## src/rtl/usr_pkg.sv

```systemverilog
// Shared types and constants for the 4-bit universal shift register link.
package usr_pkg;

    typedef enum logic [1:0] {
        IDLE = 2'd0,
        DATA = 2'd1,
        STOP = 2'd2
    } rx_state_t;

    localparam logic DIR_LSB_FIRST = 1'b0;
    localparam logic DIR_MSB_FIRST = 1'b1;

endpackage

```

## src/rtl/usr_rx_4bit_if.sv

```systemverilog
// Serial input side and buffered parallel output side of the frame receiver.
interface usr_rx_4bit_if #(parameter int WIDTH = 4);

    logic             ser_in;
    logic             ser_en;
    logic             dir;
    logic             p_ready;
    logic             clr_err;
    logic [WIDTH-1:0] p_out;
    logic             p_valid;
    logic             busy;
    logic             frame_err;
    logic             overrun;

    modport master (
        output ser_in, ser_en, dir, p_ready, clr_err,
        input  p_out, p_valid, busy, frame_err, overrun
    );

    modport slave (
        input  ser_in, ser_en, dir, p_ready, clr_err,
        output p_out, p_valid, busy, frame_err, overrun
    );

endinterface

```

## src/rtl/usr_rx_shift.sv

```systemverilog
// WIDTH-bit deserialising shift register with direction select and clear.
module usr_rx_shift
    import usr_pkg::*;
#(
    parameter int WIDTH = 4
) (
    input  logic             clk,
    input  logic             rst,
    input  logic             clr,
    input  logic             shift_en,
    input  logic             dir,
    input  logic             bit_in,
    output logic [WIDTH-1:0] q
);

    // NOTE: clocked state uses non-blocking assignments so every register
    // samples pre-edge values regardless of block evaluation order.
    always_ff @(posedge clk or negedge rst) begin
        if (!rst) begin
            q <= '0;
        end else if (clr) begin
            q <= '0;
        end else if (shift_en) begin
            if (dir == DIR_MSB_FIRST)
                q <= {q[WIDTH-2:0], bit_in};
            else
                q <= {bit_in, q[WIDTH-1:1]};
        end
    end

endmodule

```

## src/rtl/usr_rx_4bit.sv

```systemverilog
// Framed serial receiver: start/data/stop FSM, one-deep holding register,
// framing-error pulse and sticky overrun flag.
module usr_rx_4bit
    import usr_pkg::*;
#(
    parameter int WIDTH = 4
) (
    input  logic         clk,
    input  logic         rst,
    usr_rx_4bit_if.slave bus
);

    localparam int            CW   = $clog2(WIDTH + 1);
    localparam logic [CW-1:0] LAST = CW'(WIDTH - 1);

    rx_state_t        state;
    logic [CW-1:0]    cnt;
    logic             dir_q;
    logic [WIDTH-1:0] sr;
    logic [WIDTH-1:0] p_out_q;
    logic             p_valid_q;
    logic             frame_err_q;
    logic             overrun_q;

    logic start_hit, bit_hit, stop_hit, commit, take, store, drop;

    assign start_hit = (state == IDLE) && bus.ser_en && !bus.ser_in;
    assign bit_hit   = (state == DATA) && bus.ser_en;
    assign stop_hit  = (state == STOP) && bus.ser_en;
    assign commit    = stop_hit && bus.ser_in;
    assign take      = p_valid_q && bus.p_ready;
    // A full buffer being drained on the commit edge still has room.
    assign store     = commit && (!p_valid_q || bus.p_ready);
    assign drop      = commit && !store;

    usr_rx_shift #(.WIDTH(WIDTH)) u_shift (
        .clk      (clk),
        .rst      (rst),
        .clr      (start_hit),
        .shift_en (bit_hit),
        .dir      (dir_q),
        .bit_in   (bus.ser_in),
        .q        (sr)
    );

    always_ff @(posedge clk or negedge rst) begin
        if (!rst) begin
            state <= IDLE;
            cnt   <= '0;
            dir_q <= DIR_LSB_FIRST;
        end else begin
            case (state)
                IDLE: if (start_hit) begin
                    dir_q <= bus.dir;
                    cnt   <= '0;
                    state <= DATA;
                end
                DATA: if (bus.ser_en) begin
                    cnt <= cnt + CW'(1);
                    if (cnt == LAST) state <= STOP;
                end
                STOP: if (bus.ser_en) state <= IDLE;
                default: state <= IDLE;
            endcase
        end
    end

    always_ff @(posedge clk or negedge rst) begin
        if (!rst) begin
            p_out_q     <= '0;
            p_valid_q   <= 1'b0;
            frame_err_q <= 1'b0;
            overrun_q   <= 1'b0;
        end else begin
            frame_err_q <= stop_hit && !bus.ser_in;

            if (store) begin
                p_out_q   <= sr;
                p_valid_q <= 1'b1;
            end else if (take) begin
                p_valid_q <= 1'b0;
            end

            if (drop)
                overrun_q <= 1'b1;
            else if (bus.clr_err)
                overrun_q <= 1'b0;
        end
    end

    assign bus.p_out     = p_out_q;
    assign bus.p_valid   = p_valid_q;
    assign bus.busy      = (state != IDLE);
    assign bus.frame_err = frame_err_q;
    assign bus.overrun   = overrun_q;

endmodule
```

## src/flat_wrapper.sv

```systemverilog
// flat-port wrapper written by rule: the top's interface ports become plain ports
module usr_rx_4bit_flat import usr_pkg::*;
#(
    parameter int WIDTH = 4
)
  (clk, rst, bus_ser_in, bus_ser_en, bus_dir, bus_p_ready, bus_clr_err, bus_p_out, bus_p_valid, bus_busy, bus_frame_err, bus_overrun);
  usr_rx_4bit_if #(.WIDTH(WIDTH)) bus_i ();
  input  logic clk;
  input  logic rst;
  input wire logic [$bits(bus_i.ser_in)-1:0] bus_ser_in;
  input wire logic [$bits(bus_i.ser_en)-1:0] bus_ser_en;
  input wire logic [$bits(bus_i.dir)-1:0] bus_dir;
  input wire logic [$bits(bus_i.p_ready)-1:0] bus_p_ready;
  input wire logic [$bits(bus_i.clr_err)-1:0] bus_clr_err;
  output wire logic [$bits(bus_i.p_out)-1:0] bus_p_out;
  output wire logic [$bits(bus_i.p_valid)-1:0] bus_p_valid;
  output wire logic [$bits(bus_i.busy)-1:0] bus_busy;
  output wire logic [$bits(bus_i.frame_err)-1:0] bus_frame_err;
  output wire logic [$bits(bus_i.overrun)-1:0] bus_overrun;
  assign bus_i.ser_in = bus_ser_in;
  assign bus_i.ser_en = bus_ser_en;
  assign bus_i.dir = bus_dir;
  assign bus_i.p_ready = bus_p_ready;
  assign bus_i.clr_err = bus_clr_err;
  assign bus_p_out = bus_i.p_out;
  assign bus_p_valid = bus_i.p_valid;
  assign bus_busy = bus_i.busy;
  assign bus_frame_err = bus_i.frame_err;
  assign bus_overrun = bus_i.overrun;
  usr_rx_4bit #(.WIDTH(WIDTH)) u_core (.clk(clk), .rst(rst), .bus(bus_i));
endmodule
```

## config.mk

```make
export PLATFORM = sky130hd
export DESIGN_NAME = usr_rx_4bit_flat
export DESIGN_NICKNAME = d
export VERILOG_FILES = /design/src/rtl/usr_pkg.sv /design/src/rtl/usr_rx_4bit_if.sv /design/src/rtl/usr_rx_shift.sv /design/src/rtl/usr_rx_4bit.sv /design/src/flat_wrapper.sv
export SDC_FILE = /design/constraint.sdc
export NUM_CORES = 1
export LEC_CHECK = 0
export BUFFER_PORTS_ARGS = -buffer_cell sky130_fd_sc_hd__buf_4
export CORE_UTILIZATION = 51
export DETAILED_ROUTE_END_ITERATION = 6
export HOLD_SLACK_MARGIN = 0.02
export PLACE_DENSITY = 0.76
export RECOVER_POWER = 50
export SLEW_MARGIN = 10
export SYNTH_ARGS = -nofsm -noshare
export SYNTH_HDL_FRONTEND = slang
export SYNTH_HIERARCHICAL = 1
export SYNTH_SLANG_ARGS = --single-unit
export TNS_END_PERCENT = 50
```

## constraint.sdc

```tcl
create_clock -name clk -period 1.7 [get_ports clk]
set_input_delay 0.255 -clock clk [delete_from_list [all_inputs] [get_ports clk]]
set_output_delay 0.255 -clock clk [all_outputs]
set_load 0.02 [all_outputs]
```

==> results of run 1 <==
worst max-delay path, stage by stage (launching register included):
cell	delay, ps
dfrtp_1	450
or2_1	280
nor2_2	230
mux2_2	360
synthesized netlist by cell type:
library cell  number  area, um^2
a211oi_1           4        30.0
nand4b_2           1        15.0
o22ai_1            1        6.26
a22o_1             2        17.5
nand4b_1           1        8.76
buf_1              1        3.75
a311oi_1           1        8.76
and3b_1            1        8.76
nor2_2             1        6.26
nor2b_4            1        13.8
or2_1              1        6.26
nand3b_1           1        7.51
dfrtp_1           17         425
nor2_1             5        18.8
nand2_1            1        3.75
nor2b_1            1        6.26
ha_1               2        25.0
nand2b_1           4        25.0
mux2i_1            4        40.0
clkbuf_2           1        5.00
inv_1              3        11.3
o21ai_0            1        5.00
mux2_2             6        67.6
state kept, by name, indices dropped and copies added, names as in the netlist:
name,cells
u_core/bus.p_valid,1
u_core/bus.p_out,4
u_core/state,2
u_core/cnt,3
u_core/bus.overrun,1
u_core/bus.frame_err,1
u_core/dir_q,1
u_core/u_shift/q,4
worst max path at each step:
stage,end,slack [ps],start
after floorplan,u_core/dir_q$_DFFE_PN0P_,290,u_core/state[0]$_DFFE_PN0P_
after global routing,u_core/dir_q$_DFFE_PN0P_,190,u_core/state[0]$_DFFE_PN0P_
after detailed placement,u_core/dir_q$_DFFE_PN0P_,290,u_core/state[0]$_DFFE_PN0P_
after global placement,u_core/dir_q$_DFFE_PN0P_,310,u_core/state[1]$_DFFE_PN0P_
after CTS,bus_busy,270,u_core/state[0]$_DFFE_PN0P_
final,u_core/dir_q$_DFFE_PN0P_,270,u_core/state[0]$_DFFE_PN0P_
layer usage:
layer | part of all wire (%) | vias up | wire (um)
li1 | - | 251 | -
met3 | 4.9 | 2 | 64
met4 | 0.99 | 0 | 13
met5 | 0 | - | 0
met2 | 48 | 11 | 631
met1 | 46 | 262 | 604
cell type report:
cell class	count	area share [%]
clock buffer	3	2.49
clock inverter	1	0.553
inverter	3	1.24
multi-input combinational	39	34.7
sequential	17	47.0
tap	15	2.07
timing repair buffer	15	11.9
logic make-up after synthesis:
family | share of synthesized area [%]
buffers and inverters | 2.61
adder cells (fa/ha/maj) | 3.27
AO/OA/AOI/OAI | 8.82
AND/OR/NAND/NOR | 15.7
multiplexers | 14.1
flip-flops | 55.6
through the flow:
stage / instances / worst slack [ps] / utilization (%)
2_1_floorplan: 61 / 290 / -
3_3_place_gp: 88 / 308 / 65.2
3_5_place_dp: 88 / 287 / 65.2
4_1_cts: 93 / 270 / 68.0
5_1_grt: 93 / 190 / 67.0
6_report: 93 / 266 / 67.0
power by group:
group	switching (W)	leakage (nW)	internal, W	total (W)
Sequential	0.000134	0.216	0.000557	0.000692
Clock	0.000116	0.0177	0.0000872	0.000203
Combinational	0.000255	0.208	0.000288	0.000543
Total	0.000505	0.441	0.000933	0.00144
timing repair:
action	CTS	global route
hold buffers	1	0
endpoints found under the hold margin	17	0
buffers inserted	0	0
==> impl_metrics.ini, run 1 <==
[outcome]
status = complete, no violations

[global_routing]
use_met1_pct = 21.7
gr-max-usage-layer = met2
use_met3_pct = 4.35
antenna_found_initial = 0
grt_max_degree = 18
grtUsageMet2_pct = 30.6
grt_pass1_vias = 469
grt_overflow = 0
grt_first_pass_wirelength_mm = 1.89
track_usage_pct = 18.4

[power_and_ir_drop]
power_density_nw_per_um2 = 1590
p_leak_nw = 0.441
worst_ir_drop_vdd_mv = 0.885
p_total_w = 0.00144

[setup_path]
r2r_slack_ps = 270
startpoint_type = flop
worstPathMaxFanout = 8
critical_path_class = flop to flop
cp-end-kind = flop
worst_ep_required_time_ps = 1870
reg2regPathDepth = 3
r2r-start = u_core/state[0]$_DFFE_PN0P_
critPathArrivalTime_ps = 1600
rr_endpoint = u_core/dir_q$_DFFE_PN0P_

[timing]
skew_ps = 4.54
rsz0062_at_grt = false
hold_slack_ps = 164
hold_violations = 0
drv_slew = 0
setup_viol = 0
fin_crit_sh_pct = 84.4
setup_tns_ps = 0
fmax_mhz = 697
slew_headroom_pct = 42.2
final.min_clock_period_ps = 1430
worst_pin_slew_ps = 867

[min_path]
min_from = bus_clr_err
hold_class = primary input to flop
min_path_cells = 2
hold_end = u_core/bus.overrun$_DFFE_PN0P_

[place]
dpl.hpwl_mm = 1.02
port_buffers = 14
dpl_cell_area_um2 = 881
routabilityCongestion = 0.709

[layout]
layout_commonest_cell = dfrtp_1
final_design_area_no_fill_um2 = 905
syn2layout_area_growth_pct = 18.1
seq_area_um2 = 425
nFillCells = 101
multiInputGateArea_um2 = 314
final_cell_mix = dfrtp_1, buf_4, mux2_2
diodes = 0
drive_gt1_share_pct = 30.8
nNetsFinal = 88

[yosys]
syn_area_per_cell_um2 = 12.6
synth_nets = 70
yosysUniqueCellTypes = 23
syn_area_um2 = 766
yosys_warnings = 6
synthCells = 61
seq_area_frac_synth_pct = 55.6
synth_seq_cells = 17

[clock_tree]
cts_inserted_buffers = 3
clock-root-buffer = clkbuf_4
clk_path_buf_depth = 2
cts_tree = built
ctsResizeCount = 0
clk_pin_slew_ps = 90
h-tree-depth = 1
cts_sinks = 17
clock_latency_ps = 280

[routing]
dr.pass1.iters = 3
wire_per_inst_um = 14.1
routed_wl_mm = 1.31
ant_nets = 0
routed_via_density = 5.66
drc = 0
dr_total_vias = 526
drt_iter0_markers = 9

[floorplan]
initial_utilization_pct = 56.7
die_y_um = 40.8
core-area_um2 = 1350
die_area_um2 = 1660
num_io_pins = 15
row_count = 13
die_w_um = 40.8

[run]
cap_violations = 0
Power figures use the tool's default switching activity.
==> inputs of run 2 (changes only) <==
Clock period 1.7 ns to 1.4 ns, I/O delays scaled along.
==> run 2 against run 1 <==
- wire length decreased by 1.4%
- sequential share of layout area decreased by 1.5 points
- register-to-register slack got worse by 220 ps
- final cell count increased by 2.2%
- via count decreased by 1.3%
- fmax increased by 6.0%
- combinational power increased by 27%
- global-route usage increased by 1.0 points
- clock power increased by 24%
- critical path type unchanged
- largest power group unchanged
- highest routed layer unchanged
==> impl_metrics.ini, run 2 (synthesis gave the netlist of run 1 again) <==
[outcome]
status = complete, no violations

[global_routing]
gr-max-usage-layer = met2
antenna_found_initial = 0
track_usage_pct = 19.4
grt_max_degree = 18
grt_overflow = 0
grt_pass1_vias = 470
grt_first_pass_wirelength_mm = 1.96
grtUsageMet2_pct = 30.6
use_met3_pct = 9.78
use_met1_pct = 23.5

[timing]
setup_viol = 0
worst_pin_slew_ps = 235
fmax_mhz = 739
skew_ps = 7.43
setup_tns_ps = 0
hold_violations = 0
final.min_clock_period_ps = 1350
drv_slew = 0
fin_crit_sh_pct = 96.7
slew_headroom_pct = 84.4
rsz0062_at_grt = false

[power_and_ir_drop]
p_seq_share_pct = 47.0
p_leak_nw = 0.461
p_sw_w = 0.000608
worst_ir_drop_vdd_mv = 1.14
p_comb_share_pct = 38.9
p_clk_share_pct = 14.1
p_int_w = 0.00117
power_density_nw_per_um2 = 1900
sw_frac_of_total_pct = 34.2

[clock_tree]
clk_path_buf_depth = 2
cts_tree = built
post_cts_buffers = 0
clock_latency_ps = 290
clock-root-buffer = clkbuf_4
cts_sinks = 17
h-tree-depth = 1
cts_inserted_buffers = 3
clk_pin_slew_ps = 90

[place]
dpl.hpwl_mm = 1.01
routabilityCongestion = 0.721
port_buffers = 14

[setup_path]
worstPathMaxFanout = 4
r2r_slack_ps = 50
r2r-start = u_core/state[0]$_DFFE_PN0P_
cp-end-kind = flop
cp-startpoint = u_core/state[0]$_DFFE_PN0P_
critPathArrivalTime_ps = 1530
startpoint_type = flop
worst_ep_required_time_ps = 1570
reg2regPathDepth = 3
rr_endpoint = u_core/bus.p_out[1]$_DFFE_PN0P_
critical_path_class = flop to flop

[floorplan]
row_count = 13
die_w_um = 40.8
die_y_um = 40.8
initial_utilization_pct = 56.7
num_io_pins = 15
core-area_um2 = 1350
die_area_um2 = 1660

[routing]
wire_per_inst_um = 13.6
routed_via_density = 5.46
drt_iter0_markers = 6
dr_total_vias = 519
drc = 0
routed_wl_mm = 1.30
dr.pass1.iters = 4
ant_nets = 0

[layout]
utilization_pct = 69.4
seq_area_um2 = 427
layout_commonest_cell = dfrtp_1
drive_gt1_share_pct = 37.5
nFillCells = 98
diodes = 0
syn2layout_area_growth_pct = 22.4
nNetsFinal = 90
final_cell_mix = dfrtp_1, buf_4, mux2_2
multiInputGateArea_um2 = 324

[min_path]
min_from = bus_clr_err
hold_class = primary input to flop
min_path_cells = 2
hold_end = u_core/bus.overrun$_DFFE_PN0P_

[run]
cap_violations = 0
-- run 2: final cells by class --
type / count / share of cell area [%]
flip-flops and latches: 17 / 45.5
multi-input cells: 39 / 34.6
repair buffers: 17 / 13.9
clock buffers: 4 / 2.80
well taps: 15 / 2.00
inverters: 3 / 1.20
-- run 2: stage by stage --
stage	cell area (um^2)	power (W)	instances	setup WS (ps)	hold WS, ps
after global placement	896	0.00149	90	79.8	82.4
final	937	0.00178	95	46.4	97.0
after floorplan	766	0.00128	61	12.7	-85.6
after detailed placement	896	0.00153	90	54.9	81.6
after global routing	937	0.00192	95	2.69	88.7
after CTS	932	0.00179	95	8.05	83.1
-- run 2: worst max path at each step --
stage                                                  to  slack (ps)  cells after the start
final                     u_core/bus.p_out[1]$_DFFE_PN0P_          50                      3
after CTS                                        bus_busy           8                      2
after global routing      u_core/bus.p_out[1]$_DFFE_PN0P_           3                      3
after detailed placement  u_core/bus.p_out[0]$_DFFE_PN0P_          50                      3
after global placement    u_core/bus.p_out[2]$_DFFE_PN0P_          80                      3
after floorplan                  u_core/dir_q$_DFFE_PN0P_          10                      3
-- run 2: what timing repair did --
action                                  in CTS  in global routing
endpoints found under the setup margin       0                  3
endpoints found under the hold margin       17                  0
hold buffers                                 1                  0
resized for setup                            0                  4
-- run 2: routing by layer --
metal	up-vias	wire, um
li1	255	-
met2	15	635
met4	0	15
met1	246	562
met3	3	82
met5	-	0
-- run 2: power by group through the flow --
stage	clock, W	sequential [W]	combinational, W
6_report	0.000251	0.000835	0.000691
5_1_grt	0.000287	0.000865	0.000769
4_1_cts	0.000268	0.000835	0.000688
3_5_place_dp	0	0.000846	0.000684
3_3_place_gp	0	0.000832	0.000663
2_1_floorplan	0	0.000859	0.000425
-- run 2: critical path: stages, from the launching register on --
cell and delay, ps:
dfrtp_1 420, nand4b_2 270, nor2b_4 190, mux2_2 350
==> inputs of run 3 (changes only) <==
Settings changed: CELL_PAD_IN_SITES_DETAIL_PLACEMENT set to 0, CELL_PAD_IN_SITES_GLOBAL_PLACEMENT set to 1, CORE_UTILIZATION 51 to 41, RECOVER_POWER 50 to 100.
==> run 3 against run 2 <==
- clock skew is 3.3 ps lower
- clock power is 2% higher
- count of clock-buffer cells in the layout is 1 lower
- flip-flop and latch count stayed put
- sequential power is 0.6% lower
- utilization is 17 points lower
- first-iteration DRC count is 33% higher
- via count is 1.9% lower
- combinational power is 7.4% lower
- register-to-register slack better by 30 ps
- final area is 2.0% lower
- worst hold slack better by 8.6 ps
- largest cell class unchanged
==> impl_metrics.ini, run 3 (synthesis gave the netlist of run 1 again) <==
[timing]
rsz0062_at_grt = false
worst_pin_slew_ps = 278
setup_tns_ps = 0
fin_crit_sh_pct = 96.3
hold_violations = 0
drv_slew = 0
fmax_mhz = 742
setup_viol = 0
slew_headroom_pct = 81.5
final.min_clock_period_ps = 1350
skew_ps = 4.12

[power_and_ir_drop]
p_int_w = 0.00111
p_sw_w = 0.000617
p_clk_share_pct = 14.8
worst_ir_drop_vdd_mv = 1.07
p_leak_nw = 0.433
p_comb_share_pct = 37.1
sw_frac_of_total_pct = 35.7
p_seq_share_pct = 48.1
power_density_nw_per_um2 = 1880
p_total_w = 0.00173

[layout]
instances_no_fill = 105
diodes = 0
syn2layout_area_growth_pct = 19.9
layout_commonest_cell = dfrtp_1
final_cell_mix = dfrtp_1, buf_4, clkbuf_1
nNetsFinal = 90
drive_gt1_share_pct = 28.7

[place]
dpl.hpwl_um = 924
routabilityCongestion = 0.721
dp_cells = 100
port_buffers = 14

[floorplan]
num_io_pins = 15
core-area_um2 = 1750
die_area_um2 = 2040
row_count = 15
die_w_um = 45.2
initial_utilization_pct = 43.9
die_y_um = 45.2

[clock_tree]
cts_sinks = 17
h-tree-depth = 1
clk_pin_slew_ps = 90
clock-root-buffer = clkbuf_4
cts_inserted_buffers = 3
cts_tree = built
clock_latency_ps = 280
clk_path_buf_depth = 2

[min_path]
min_path_cells = 2
hold_class = primary input to flop

[run]
cap_violations = 0

[global_routing]
grt_overflow = 0
antenna_found_initial = 0
grt_first_pass_wirelength_mm = 2.21
track_usage_pct = 16.0
grt_pass1_vias = 489
grt_max_degree = 18

[setup_path]
critPathArrivalTime_ps = 1140
reg2regPathDepth = 3
startpoint_type = flop
worst_ep_required_time_ps = 1190
critical_path_class = flop to output port
worstPathMaxFanout = 7
cp-end-kind = output port

[routing]
dr_total_vias = 509
drc = 0
routed_via_density = 4.85
routed_wl_mm = 1.27
wire_per_inst_um = 12.1
dr.pass1.iters = 4
drt_iter0_markers = 8
ant_nets = 0

[outcome]
status = complete, no violations
[run 3: metal layers]
metal	share of wire, %	track usage [%]	vias up
li1	-	-	254
met2	44	21.4	10
met1	51	22.4	243
met3	4.2	5.20	2
met4	1.1	9.09	0
met5	0	0	-
[run 3: worst paths after layout]
path                                             startpoint                               to  slack [ps]
worst max-delay path            u_core/state[1]$_DFFE_PN0P_                         bus_busy          50
worst min-delay path                            bus_clr_err   u_core/bus.overrun$_DFFE_PN0P_         110
worst max register to register  u_core/state[0]$_DFFE_PN0P_  u_core/bus.p_out[1]$_DFFE_PN0P_          80
worst min register to register  u_core/state[1]$_DFFE_PN0P_      u_core/state[0]$_DFFE_PN0P_         510
max in group asynchronous                               rst      u_core/state[1]$_DFFE_PN0P_         880
min in group asynchronous                               rst   u_core/bus.p_valid$_DFFE_PN0P_         310
[run 3: critical path: stages (launching register included)]
cell     delay [ps]
dfrtp_2         450
or2_4           240
buf_4           160
[run 3: area by class of cell]
| type | count | area, um^2 |
|---|---|---|
| clock buffers | 3 | 22.5 |
| inverters | 3 | 11.3 |
| fillers | 172 | 827 |
| flip-flops and latches | 17 | 427 |
| well taps | 25 | 31.3 |
| clock inverters | 1 | 5.00 |
| repair buffers | 17 | 100 |
| multi-input cells | 39 | 322 |
[run 3: what timing repair did]
action                                  in CTS  in global routing
setup buffers                                0                  0
hold buffers                                 1                  0
endpoints found under the hold margin       17                  0
endpoints found under the setup margin       0                  5
resized for setup                            0                  3
[run 3: metrics by stage]
step           hold WS [ps]  util (%)  setup slack, ps  cell area (um^2)
2_1_floorplan         -85.6         -             12.7               766
3_3_place_gp           83.3      52.0              109               908
3_5_place_dp           84.7      52.0             85.3               908
4_1_cts                96.2      54.2             8.39               946
5_1_grt                95.9      52.6             7.75               918
6_report                106      52.6             52.5               918
[run 3: power by group through the flow]
| stage | logic [W] | registers [W] | clock network, W |
|---|---|---|---|
| 2_1_floorplan | 0.000425 | 0.000859 | 0 |
| 3_3_place_gp | 0.000662 | 0.000847 | 0 |
| 3_5_place_dp | 0.000683 | 0.000839 | 0 |
| 4_1_cts | 0.000692 | 0.000830 | 0.000269 |
| 5_1_grt | 0.000715 | 0.000861 | 0.000295 |
| 6_report | 0.000640 | 0.000830 | 0.000256 |
